File: config.mk
export PLATFORM = sky130hd
export DESIGN_NAME = systolic_drain_flat
export DESIGN_NICKNAME = d
export VERILOG_FILES = /design/src/rtl/systolic_drain_if.sv /design/src/rtl/systolic_drain.sv /design/src/flat_wrapper.sv
export SDC_FILE = /design/constraint.sdc
export NUM_CORES = 1
export LEC_CHECK = 0
export ABC_AREA = 1
export BUFFER_PORTS_ARGS = -buffer_cell sky130_fd_sc_hd__buf_2
export CAP_MARGIN = 5
export CORE_ASPECT_RATIO = 0.6
export CORE_UTILIZATION = 64
export CTS_BUF_LIST = sky130_fd_sc_hd__clkbuf_2 sky130_fd_sc_hd__clkbuf_4 sky130_fd_sc_hd__clkbuf_8
export CTS_CLUSTER_SIZE = 28
export DETAILED_ROUTE_END_ITERATION = 12
export PLACE_DENSITY = 0.87
export SLEW_MARGIN = 30
export SYNTH_ARGS = -nofsm -noshare
export SYNTH_HDL_FRONTEND = slang
export SYNTH_SLANG_ARGS = --single-unit
File: constraint.sdc
create_clock -name clk -period 12.1 [get_ports clk]
set_input_delay 0 -clock clk [delete_from_list [all_inputs] [get_ports clk]]
set_output_delay 0 -clock clk [all_outputs]
set_load 0.01 [all_outputs]
File: src/rtl/systolic_drain_if.sv
// Bundle of the drain's data-path signals: the bottom-row psum inputs, the
// active-column size load, and the row output handshake toward the unified
// buffer.
// Signal names match the drain's port names.
// master = array side and buffer consumer; slave = systolic_drain.
interface systolic_drain_if #(
    parameter int unsigned DATA_WIDTH = 16
);
    logic [DATA_WIDTH-1:0] col_data_in_1;
    logic [DATA_WIDTH-1:0] col_data_in_2;
    logic                  col_valid_in_1;
    logic                  col_valid_in_2;
    logic [15:0]           col_size_in;
    logic                  col_size_valid_in;
    logic [DATA_WIDTH-1:0] row_data_out_1;
    logic [DATA_WIDTH-1:0] row_data_out_2;
    logic                  row_valid_out;
    logic                  row_ready_in;
    logic [15:0]           row_count_out;
    logic                  overflow_out;
    logic                  misalign_out;

    modport master (
        output col_data_in_1, col_data_in_2, col_valid_in_1, col_valid_in_2,
        output col_size_in, col_size_valid_in, row_ready_in,
        input  row_data_out_1, row_data_out_2, row_valid_out,
        input  row_count_out, overflow_out, misalign_out
    );

    modport slave (
        input  col_data_in_1, col_data_in_2, col_valid_in_1, col_valid_in_2,
        input  col_size_in, col_size_valid_in, row_ready_in,
        output row_data_out_1, row_data_out_2, row_valid_out,
        output row_count_out, overflow_out, misalign_out
    );
endinterface

File: src/rtl/systolic_drain.sv
// systolic_drain: collects the 2-column systolic array's bottom-row psums.
// Column 1 is delayed one cycle to line up with column 2.
// Whole rows go into a small FIFO that feeds the unified-buffer write port.
// Optional build macro SYSTOLIC_DRAIN_RELU_EN applies ReLU to each enabled
// lane at push time.
// The interface's DATA_WIDTH must equal this module's DATA_WIDTH.
module systolic_drain #(
    parameter int unsigned SYSTOLIC_ARRAY_WIDTH = 2,
    parameter int unsigned DATA_WIDTH           = 16,
    parameter int unsigned FIFO_DEPTH           = 4
) (
    input  logic             clk,
    input  logic             rst,
    systolic_drain_if.slave  bus
);
    localparam int unsigned SIZE_W = $clog2(SYSTOLIC_ARRAY_WIDTH + 1);
    localparam int unsigned PTR_W  = $clog2(FIFO_DEPTH);
    localparam int unsigned CNT_W  = PTR_W + 1;
    localparam int unsigned ROW_W  = 2 * DATA_WIDTH;

    logic [SIZE_W-1:0]     size_q,      size_d;
    logic [DATA_WIDTH-1:0] c1_data_q,   c1_data_d;
    logic                  c1_valid_q,  c1_valid_d;
    logic [ROW_W-1:0]      mem_q [FIFO_DEPTH];
    logic [ROW_W-1:0]      mem_d [FIFO_DEPTH];
    logic [PTR_W-1:0]      wptr_q,      wptr_d;
    logic [PTR_W-1:0]      rptr_q,      rptr_d;
    logic [CNT_W-1:0]      occ_q,       occ_d;
    logic [15:0]           row_count_q, row_count_d;
    logic                  overflow_q,  overflow_d;
    logic                  misalign_q,  misalign_d;

    logic [1:0]            lane_mask;
    logic [1:0]            en_valid;
    logic                  row_all;
    logic                  row_some;
    logic [DATA_WIDTH-1:0] lane0;
    logic [DATA_WIDTH-1:0] lane1;
    logic                  empty;
    logic                  full;
    logic                  pop;
    logic                  push_ok;
    logic                  drop;

    function automatic logic [DATA_WIDTH-1:0] lane_xform(input logic [DATA_WIDTH-1:0] v);
`ifdef SYSTOLIC_DRAIN_RELU_EN
        return v[DATA_WIDTH-1] ? '0 : v;
`else
        return v;
`endif
    endfunction

    // Alignment: lane enables, row-complete / misalign detection, and the stored row value.
    always_comb begin
        lane_mask = '0;
        for (int unsigned k = 0; k < 2; k++) begin
            lane_mask[k] = (32'(size_q) > k);
        end
        en_valid = {bus.col_valid_in_2, c1_valid_q} & lane_mask;
        row_all  = (lane_mask != '0) && (en_valid == lane_mask);
        row_some = (en_valid != '0) && !row_all;
        lane0    = lane_mask[0] ? lane_xform(c1_data_q)         : '0;
        lane1    = lane_mask[1] ? lane_xform(bus.col_data_in_2) : '0;
    end

    // FIFO control and next-state for every register.
    always_comb begin
        empty   = (occ_q == '0);
        full    = (occ_q == CNT_W'(FIFO_DEPTH));
        pop     = !empty && bus.row_ready_in;
        // When full, a push succeeds only because the same-cycle pop frees a slot.
        push_ok = row_all && (!full || pop);
        drop    = row_all && full && !pop;

        size_d = size_q;
        if (bus.col_size_valid_in) begin
            size_d = (bus.col_size_in > 16'(SYSTOLIC_ARRAY_WIDTH))
                   ? SIZE_W'(SYSTOLIC_ARRAY_WIDTH)
                   : bus.col_size_in[SIZE_W-1:0];
        end

        c1_data_d  = bus.col_data_in_1;
        c1_valid_d = bus.col_valid_in_1;

        mem_d  = mem_q;
        wptr_d = wptr_q;
        rptr_d = rptr_q;
        if (push_ok) begin
            mem_d[wptr_q] = {lane1, lane0};
            wptr_d        = wptr_q + 1'b1;
        end
        if (pop) begin
            rptr_d = rptr_q + 1'b1;
        end

        occ_d = occ_q;
        if (push_ok && !pop) begin
            occ_d = occ_q + 1'b1;
        end else if (pop && !push_ok) begin
            occ_d = occ_q - 1'b1;
        end

        row_count_d = pop ? row_count_q + 16'd1 : row_count_q;
        overflow_d  = overflow_q | drop;
        misalign_d  = misalign_q | row_some;
    end

    // State registers, asynchronously cleared.
    always_ff @(posedge clk or posedge rst) begin
        if (rst) begin
            size_q      <= '0;
            c1_data_q   <= '0;
            c1_valid_q  <= 1'b0;
            for (int unsigned i = 0; i < FIFO_DEPTH; i++) begin
                mem_q[i] <= '0;
            end
            wptr_q      <= '0;
            rptr_q      <= '0;
            occ_q       <= '0;
            row_count_q <= '0;
            overflow_q  <= 1'b0;
            misalign_q  <= 1'b0;
        end else begin
            size_q      <= size_d;
            c1_data_q   <= c1_data_d;
            c1_valid_q  <= c1_valid_d;
            mem_q       <= mem_d;
            wptr_q      <= wptr_d;
            rptr_q      <= rptr_d;
            occ_q       <= occ_d;
            row_count_q <= row_count_d;
            overflow_q  <= overflow_d;
            misalign_q  <= misalign_d;
        end
    end

    // Output drive: head row from storage, zeroed while empty.
    always_comb begin
        bus.row_valid_out  = !empty;
        bus.row_data_out_1 = empty ? '0 : mem_q[rptr_q][DATA_WIDTH-1:0];
        bus.row_data_out_2 = empty ? '0 : mem_q[rptr_q][ROW_W-1:DATA_WIDTH];
        bus.row_count_out  = row_count_q;
        bus.overflow_out   = overflow_q;
        bus.misalign_out   = misalign_q;
    end

    // col_valid_in_1 is consumed via its registered copy only.
    logic unused_ok;
    always_comb unused_ok = ^{bus.col_valid_in_1};
endmodule
File: src/flat_wrapper.sv
// flat-port wrapper written by rule: the top's interface ports become plain ports
module systolic_drain_flat 
#(
    parameter int unsigned SYSTOLIC_ARRAY_WIDTH = 2,
    parameter int unsigned DATA_WIDTH           = 16,
    parameter int unsigned FIFO_DEPTH           = 4
)
  (clk, rst, bus_col_data_in_1, bus_col_data_in_2, bus_col_valid_in_1, bus_col_valid_in_2, bus_col_size_in, bus_col_size_valid_in, bus_row_ready_in, bus_row_data_out_1, bus_row_data_out_2, bus_row_valid_out, bus_row_count_out, bus_overflow_out, bus_misalign_out);
  systolic_drain_if #(.DATA_WIDTH(DATA_WIDTH)) bus_i ();
  input  logic clk;
  input  logic rst;
  input wire logic [$bits(bus_i.col_data_in_1)-1:0] bus_col_data_in_1;
  input wire logic [$bits(bus_i.col_data_in_2)-1:0] bus_col_data_in_2;
  input wire logic [$bits(bus_i.col_valid_in_1)-1:0] bus_col_valid_in_1;
  input wire logic [$bits(bus_i.col_valid_in_2)-1:0] bus_col_valid_in_2;
  input wire logic [$bits(bus_i.col_size_in)-1:0] bus_col_size_in;
  input wire logic [$bits(bus_i.col_size_valid_in)-1:0] bus_col_size_valid_in;
  input wire logic [$bits(bus_i.row_ready_in)-1:0] bus_row_ready_in;
  output wire logic [$bits(bus_i.row_data_out_1)-1:0] bus_row_data_out_1;
  output wire logic [$bits(bus_i.row_data_out_2)-1:0] bus_row_data_out_2;
  output wire logic [$bits(bus_i.row_valid_out)-1:0] bus_row_valid_out;
  output wire logic [$bits(bus_i.row_count_out)-1:0] bus_row_count_out;
  output wire logic [$bits(bus_i.overflow_out)-1:0] bus_overflow_out;
  output wire logic [$bits(bus_i.misalign_out)-1:0] bus_misalign_out;
  assign bus_i.col_data_in_1 = bus_col_data_in_1;
  assign bus_i.col_data_in_2 = bus_col_data_in_2;
  assign bus_i.col_valid_in_1 = bus_col_valid_in_1;
  assign bus_i.col_valid_in_2 = bus_col_valid_in_2;
  assign bus_i.col_size_in = bus_col_size_in;
  assign bus_i.col_size_valid_in = bus_col_size_valid_in;
  assign bus_i.row_ready_in = bus_row_ready_in;
  assign bus_row_data_out_1 = bus_i.row_data_out_1;
  assign bus_row_data_out_2 = bus_i.row_data_out_2;
  assign bus_row_valid_out = bus_i.row_valid_out;
  assign bus_row_count_out = bus_i.row_count_out;
  assign bus_overflow_out = bus_i.overflow_out;
  assign bus_misalign_out = bus_i.misalign_out;
  systolic_drain #(.SYSTOLIC_ARRAY_WIDTH(SYSTOLIC_ARRAY_WIDTH), .DATA_WIDTH(DATA_WIDTH), .FIFO_DEPTH(FIFO_DEPTH)) u_core (.clk(clk), .rst(rst), .bus(bus_i));
endmodule
==> reports/results.ini, run 1 <==
[clocking]
clk_latency_ns = 0.46
cts.sinks = 172
clk_pin_slew_ns = 0.09
cts_resized = 0
h-tree-depth = 4
cts_made_buffers = 17
root_buffer = clkbuf_8
cts_setup_buffers = 0
cts_max_path_buffers = 2
cts_tree = built

[route]
drcViolationCount = 0
wire_per_inst_um = 15.5
met1_length_um = 8840
viasPerCell = 5.56
ant_nets = 0
firstDrtPassIters = 7
vias = 7080
routed-wl-met3_um = 1730
drtIter0Drc = 841
wirelength_um = 19700
dr_wl_met2_um = 8880
routed.top_layer = met4

[finish]
drive_above_1_share_pct = 14.5
syn2layout_area_growth_pct = 16.6
insertedDiodeCount = 0
fin_nets = 1156
postLayoutCoreUtil_pct = 76.8

[yosys]
synthSimpleGateAreaFrac_pct = 26.7
yosysTopAreaCellShare_pct = 54.0
dominantRegCellSynth = dfrtp_1
synth_top_area_cell = dfrtp_1
netlist_area_um2 = 7980
ys_warn_count = 0
muxShareOfSynthArea_pct = 0.141
yosysSeqAreaShare_pct = 54.0
synth_top_family_by_area = simple AND/OR/NAND/NOR gates
synth_compound_area_share_pct = 10.7
synth_nets = 1049
syn_avg_cell_area_um2 = 8.07
ys_types = 32
synthMostInstantiatedCell = nand2_1
async_reset_ff_share_pct = 100
synth_area_leaders = dfrtp_1, nand2_1, nor2_1
synthTopCellsByCount = nand2_1, dfrtp_1, nor2_1
synth_xor_area_share_pct = 1.43
synth-edff-count = 0
synth-seq-cells = 172
syn_inst = 988
synthAdderAreaFrac_pct = 1.19

[sta]
setup_viol = 0
grt_setup_unrepaired = false
post-route-min-period_ns = 3.74
max_slew_margin_pct = 41.7
finalHoldViolCount = 0
slew_viol_final = 0
tightest_slew_ns = 0.873
max_freq_mhz = 267
fin_skew_ns = 0.0171
setup_tns_ns = 0
fin_crit_sh_pct = 30.9

[setup_path]
crit_type = flop to flop
startpoint_type = flop
worstPathArrival_ns = 4.08
critPathRequiredTime_ns = 12.44
cp-end-kind = flop
cpPeakStageDelay_ns = 0.71
path_cells = nor2_4 -> nor3_4 -> nand2_2 -> clkinv_2 -> ha_1 -> inv_1 -> fa_1 -> mux2_2
crit_fanout = 67
cp_slowest_cell = dfrtp_1

[floorplanning]
die_height_um = 88.5
rows = 31
die-width_um = 146
pin_count = 105
die-area_um2 = 12900
initial_core_util_pct = 65.9
coreArea_um2 = 12100

[placement]
dpl.hpwl_um = 11300
place_congestion = 0.847
numPortBuffers = 104

[global_routing]
grtUsageTotal_pct = 32.0
grt_overflow = 0
antenna_found_initial = 0
grt_start_max_net_pins = 113
grt_first_pass_wirelength_um = 32000
grt_pass1_vias = 6419

[job]
cap_viol_max_count = 0

[pwr]
peakVddDrop_mv = 0.126
power_leakage_nw = 4.71
power_density_nw_per_um2 = 252

[hold_path]
hold_class = primary input to flop

[status]
outcome = finished clean

==> timing repair <==
action                     4_1_cts  5_1_grt
hold endpoints to repair       200        0
hold buffers                    41        0
setup endpoints to repair        0        0
==> metrics by stage <==
| step | hold slack, ns | std cells | total power [mW] | setup WS [ns] | cell area [µm²] |
|---|---|---|---|---|---|
| after CTS | 0.162 | 1273 | 2.33 | 8.35 | 9290 |
| after global routing | 0.156 | 1273 | 2.52 | 8.11 | 9300 |
| final | 0.173 | 1273 | 2.35 | 8.36 | 9300 |
| after global placement | 0.107 | 1200 | 1.87 | 8.57 | 8440 |
| after detailed placement | 0.109 | 1200 | 1.90 | 8.35 | 8460 |
| after floorplan | 0.0314 | 988 | 1.59 | 7.44 | 7980 |
==> critical path, delay by kind of cell (launching register included) <==
| family | cells | cell delay [ns] |
|---|---|---|
| adders and majority gates | 2 | 0.94 |
| buffers and inverters | 2 | 0.79 |
| DFF | 1 | 0.71 |
| muxes | 1 | 0.27 |
| and+or+nand+nor | 3 | 0.91 |
==> sequential cells by signal, summed over array words and instances, names as in the netlist <==
register / flops
u_core.occ_q: 3
u_core.size_q: 2
u_core.c1_valid_q: 1
u_core.rptr_q: 2
u_core.c1_data_q: 16
u_core.wptr_q: 2
u_core.mem_q: 128
u_core.bus.misalign_out: 1
u_core.bus.overflow_out: 1
u_core.bus.row_count_out: 16
==> where the power goes <==
group          switching (mW)  internal [mW]
registers               0.133          0.809
logic                   0.633          0.359
clock network           0.213          0.201
total                   0.979           1.37
==> routing by layer <==
layer | vias up | track usage (%)
met5 | - | 0
met4 | 0 | 7.01
met2 | 339 | 49.3
met1 | 3335 | 46.9
li1 | 3381 | -
met3 | 25 | 7.63
==> area by class of cell <==
class	count	area, µm²
Clock buffer	20	275
Clock inverter	12	138
Fill cell	847	2800
Inverter	43	171
Multi-Input combinational cell	711	3230
Sequential cell	172	4310
Tap cell	165	206
Timing Repair Buffer	150	968
==> path summary, 6_finish.rpt <==
check	start	end	slack, ns	cells after the start
worst max-delay path	u_core.size_q[1]$_DFFE_PP0P_	u_core.occ_q[1]$_DFFE_PP0P_	8.36	8
worst min-delay path	bus_col_data_in_1[10]	u_core.c1_data_q[10]$_DFF_PP0_	0.17	2
worst max register to register	u_core.size_q[1]$_DFFE_PP0P_	u_core.occ_q[1]$_DFFE_PP0P_	8.36	8
worst min register to register	u_core.mem_q[8]$_DFFE_PP0P_	u_core.mem_q[8]$_DFFE_PP0P_	0.48	2
max in group asynchronous	rst	u_core.mem_q[28]$_DFFE_PP0P_	10.61	4
min in group asynchronous	rst	u_core.bus.row_count_out[9]$_DFFE_PP0P_	0.23	3
==> cell families (layout without fill, tap and decap cells) <==
group                      Yosys count  after routing
AOI/OAI and AO/OA                  167            167
and+or+nand+nor                    523            523
xor gates and xnor gates            13             13
adders and majority gates            7              7
muxes                                1              1
DFF                                172            172
buffers and inverters              105            225
==> cell usage in the layout, fill, tap and decap left out, drive strengths merged <==
cell type,n
inv,42
nand3,75
buf,109
clkinv,6
o21ai,131
clkbuf,20
mux2,1
nand4,3
clkinvlp,5
or2,1
and2,1
a21oi,34
dlygate4sd3,41
bufinv,2
o21bai,1
xnor2,5
nand2,265
a31o,1
nand3b,3
ha,6
nor3,2
dfrtp,172
nor2,173
xor2,8
fa,1
Power figures use the tool's default switching activity.
==> run 2, diff against run 1 <==
--- a/config.mk
+++ b/config.mk
@@ -9,11 +9,11 @@
 export BUFFER_PORTS_ARGS = -buffer_cell sky130_fd_sc_hd__buf_2
 export CAP_MARGIN = 5
 export CORE_ASPECT_RATIO = 0.6
-export CORE_UTILIZATION = 64
+export CORE_UTILIZATION = 54
 export CTS_BUF_LIST = sky130_fd_sc_hd__clkbuf_2 sky130_fd_sc_hd__clkbuf_4 sky130_fd_sc_hd__clkbuf_8
 export CTS_CLUSTER_SIZE = 28
 export DETAILED_ROUTE_END_ITERATION = 12
-export PLACE_DENSITY = 0.87
+export PLACE_DENSITY = 0.78
 export SLEW_MARGIN = 30
 export SYNTH_ARGS = -nofsm -noshare
 export SYNTH_HDL_FRONTEND = slang
==> constraint.sdc (replaced) <==
create_clock -name clk -period 3 [get_ports clk]
set_input_delay 0 -clock clk [delete_from_list [all_inputs] [get_ports clk]]
set_output_delay 0 -clock clk [all_outputs]
set_load 0.01 [all_outputs]
==> run 2 against run 1 <==
  * Register-to-register slack lost 7.6 ns
  * Flip-flop and latch count is the same
  * Die area grew 18%
  * Clock power grew to 4.4 times the previous value
  * Cell count grew 3.5%
  * Combinational power grew to 4.1 times the previous value
  * Highest routed layer unchanged
  * Critical path type is now flop to output pin
  * Critical path depth shrank 2
  * Final area grew 2.0%
  * Clock skew shrank 0.0025 ns
  * Hold slack lost 0.11 ns
  * Largest cell class unchanged
  * Sequential share of layout area shrank 0.89 points
==> reports/results.ini, run 2 (synthesis gave the netlist of run 1 again) <==
[status]
outcome = finished clean

[placement]
numPortBuffers = 104
place_congestion = 0.799
dp_slack_ns = 0.764
dpl.hpwl_um = 11800

[global_routing]
antenna_found_initial = 0
grt_first_pass_wirelength_um = 33400
grt_pass1_vias = 6649
grt_start_max_net_pins = 91
grt_overflow = 0
grtUsageTotal_pct = 28.1

[clocking]
clk_latency_ns = 0.46
cts_setup_buffers = 0
h-tree-depth = 4
cts_hold_buffers = 43
cts_resized = 0
cts_tree = built
cts.sinks = 172
root_buffer = clkbuf_8
clk_pin_slew_ns = 0.09
cts_max_path_buffers = 2
cts_made_buffers = 17

[sta]
tightest_slew_ns = 0.806
fin_crit_sh_pct = 83.3
slew_viol_final = 0
post-route-min-period_ns = 2.50
grt_setup_unrepaired = false
finalHoldViolCount = 0
hold_ws_ns = 0.0621
setup_slack_ns = 0.502
fin_skew_ns = 0.0146
max_freq_mhz = 400
setup_viol = 0
setup_tns_ns = 0
max_slew_margin_pct = 46.2

[setup_path]
rrSetupSlack_ns = 0.77
cp-end-kind = output pin
crit_type = flop to output pin
r2r_end = u_core.occ_q[2]$_DFFE_PP0P_
crit_fanout = 17
worstPathArrival_ns = 2.50
critPathRequiredTime_ns = 3.00
worstSetupStartpoint = u_core.occ_q[0]$_DFFE_PP0P_
rr_worst_depth = 11
r2r-start = u_core.size_q[1]$_DFFE_PP0P_
startpoint_type = flop

[floorplanning]
rows = 33
die-width_um = 159
initial_core_util_pct = 56.8
coreArea_um2 = 14000
pin_count = 105
die-area_um2 = 15300
die_height_um = 96.1

[pwr]
power.total_mw = 9.66
power_leakage_nw = 4.81
peakVddDrop_mv = 0.451
power_density_nw_per_um2 = 1020

[route]
wire_per_inst_um = 15.1
drtIter0Drc = 594
drcViolationCount = 0
vias = 6967
viasPerCell = 5.29
wirelength_um = 20000
firstDrtPassIters = 5
ant_nets = 0

[finish]
drive_above_1_share_pct = 15.7
top_register = u_core.mem_q
layout_common_cells = nand2_1, nor2_1, dfrtp_1
fin_nets = 1174
insertedDiodeCount = 0
final_common_cell = nand2_1
largest_reg_flops = 128
syn2layout_area_growth_pct = 18.9

[hold_path]
hold_class = primary input to async pin

[job]
cap_viol_max_count = 0

[run 2: cell type report]
type,count,area (µm²)
tap,192,240
inverter,43,165
sequential,172,4310
timing repair buffer,168,1120
multi-input combinational,711,3200
clock inverter,13,190
fill,1179,4560
clock buffer,19,255
[run 2: worst max-delay path by stage]
stage	endpoint	cells after the start
floorplan	u_core.occ_q[2]$_DFFE_PP0P_	13
global placement	u_core.occ_q[2]$_DFFE_PP0P_	11
detailed placement	u_core.occ_q[2]$_DFFE_PP0P_	11
CTS	bus_row_data_out_1[13]	6
global route	bus_row_data_out_1[13]	6
finish	bus_row_data_out_1[13]	6
[run 2: critical path, stage by stage (launching register included)]
cell     delay [ns]
dfrtp_1        0.44
nor2_1         0.22
nand2_1        0.17
inv_1          0.63
buf_4          0.30
a21oi_1        0.10
buf_2          0.17
[run 2: per-stage QoR]
stage	utilization, %	area, µm²	cells
4_1_cts	67.5	9480	1318
6_report	67.5	9480	1318
3_3_place_gp	61.3	8610	1243
3_5_place_dp	61.3	8610	1243
2_1_floorplan	-	7980	988
5_1_grt	67.5	9480	1318
[run 2: per-layer routing]
metal	share of wire, %	vias to the layer above	wire [µm]	track usage (%)
met5	0	-	0	0
met4	1.3	0	269	9.54
met3	7.3	26	1460	5.13
met2	43	253	8620	43.7
met1	48	3281	9620	40.1
li1	-	3407	-	-
[run 2: where the power goes]
part	internal (mW)	switching, mW	total (mW)
clock network	0.945	0.876	1.82
logic	1.50	2.54	4.04
registers	3.26	0.536	3.80
total	5.71	3.95	9.66
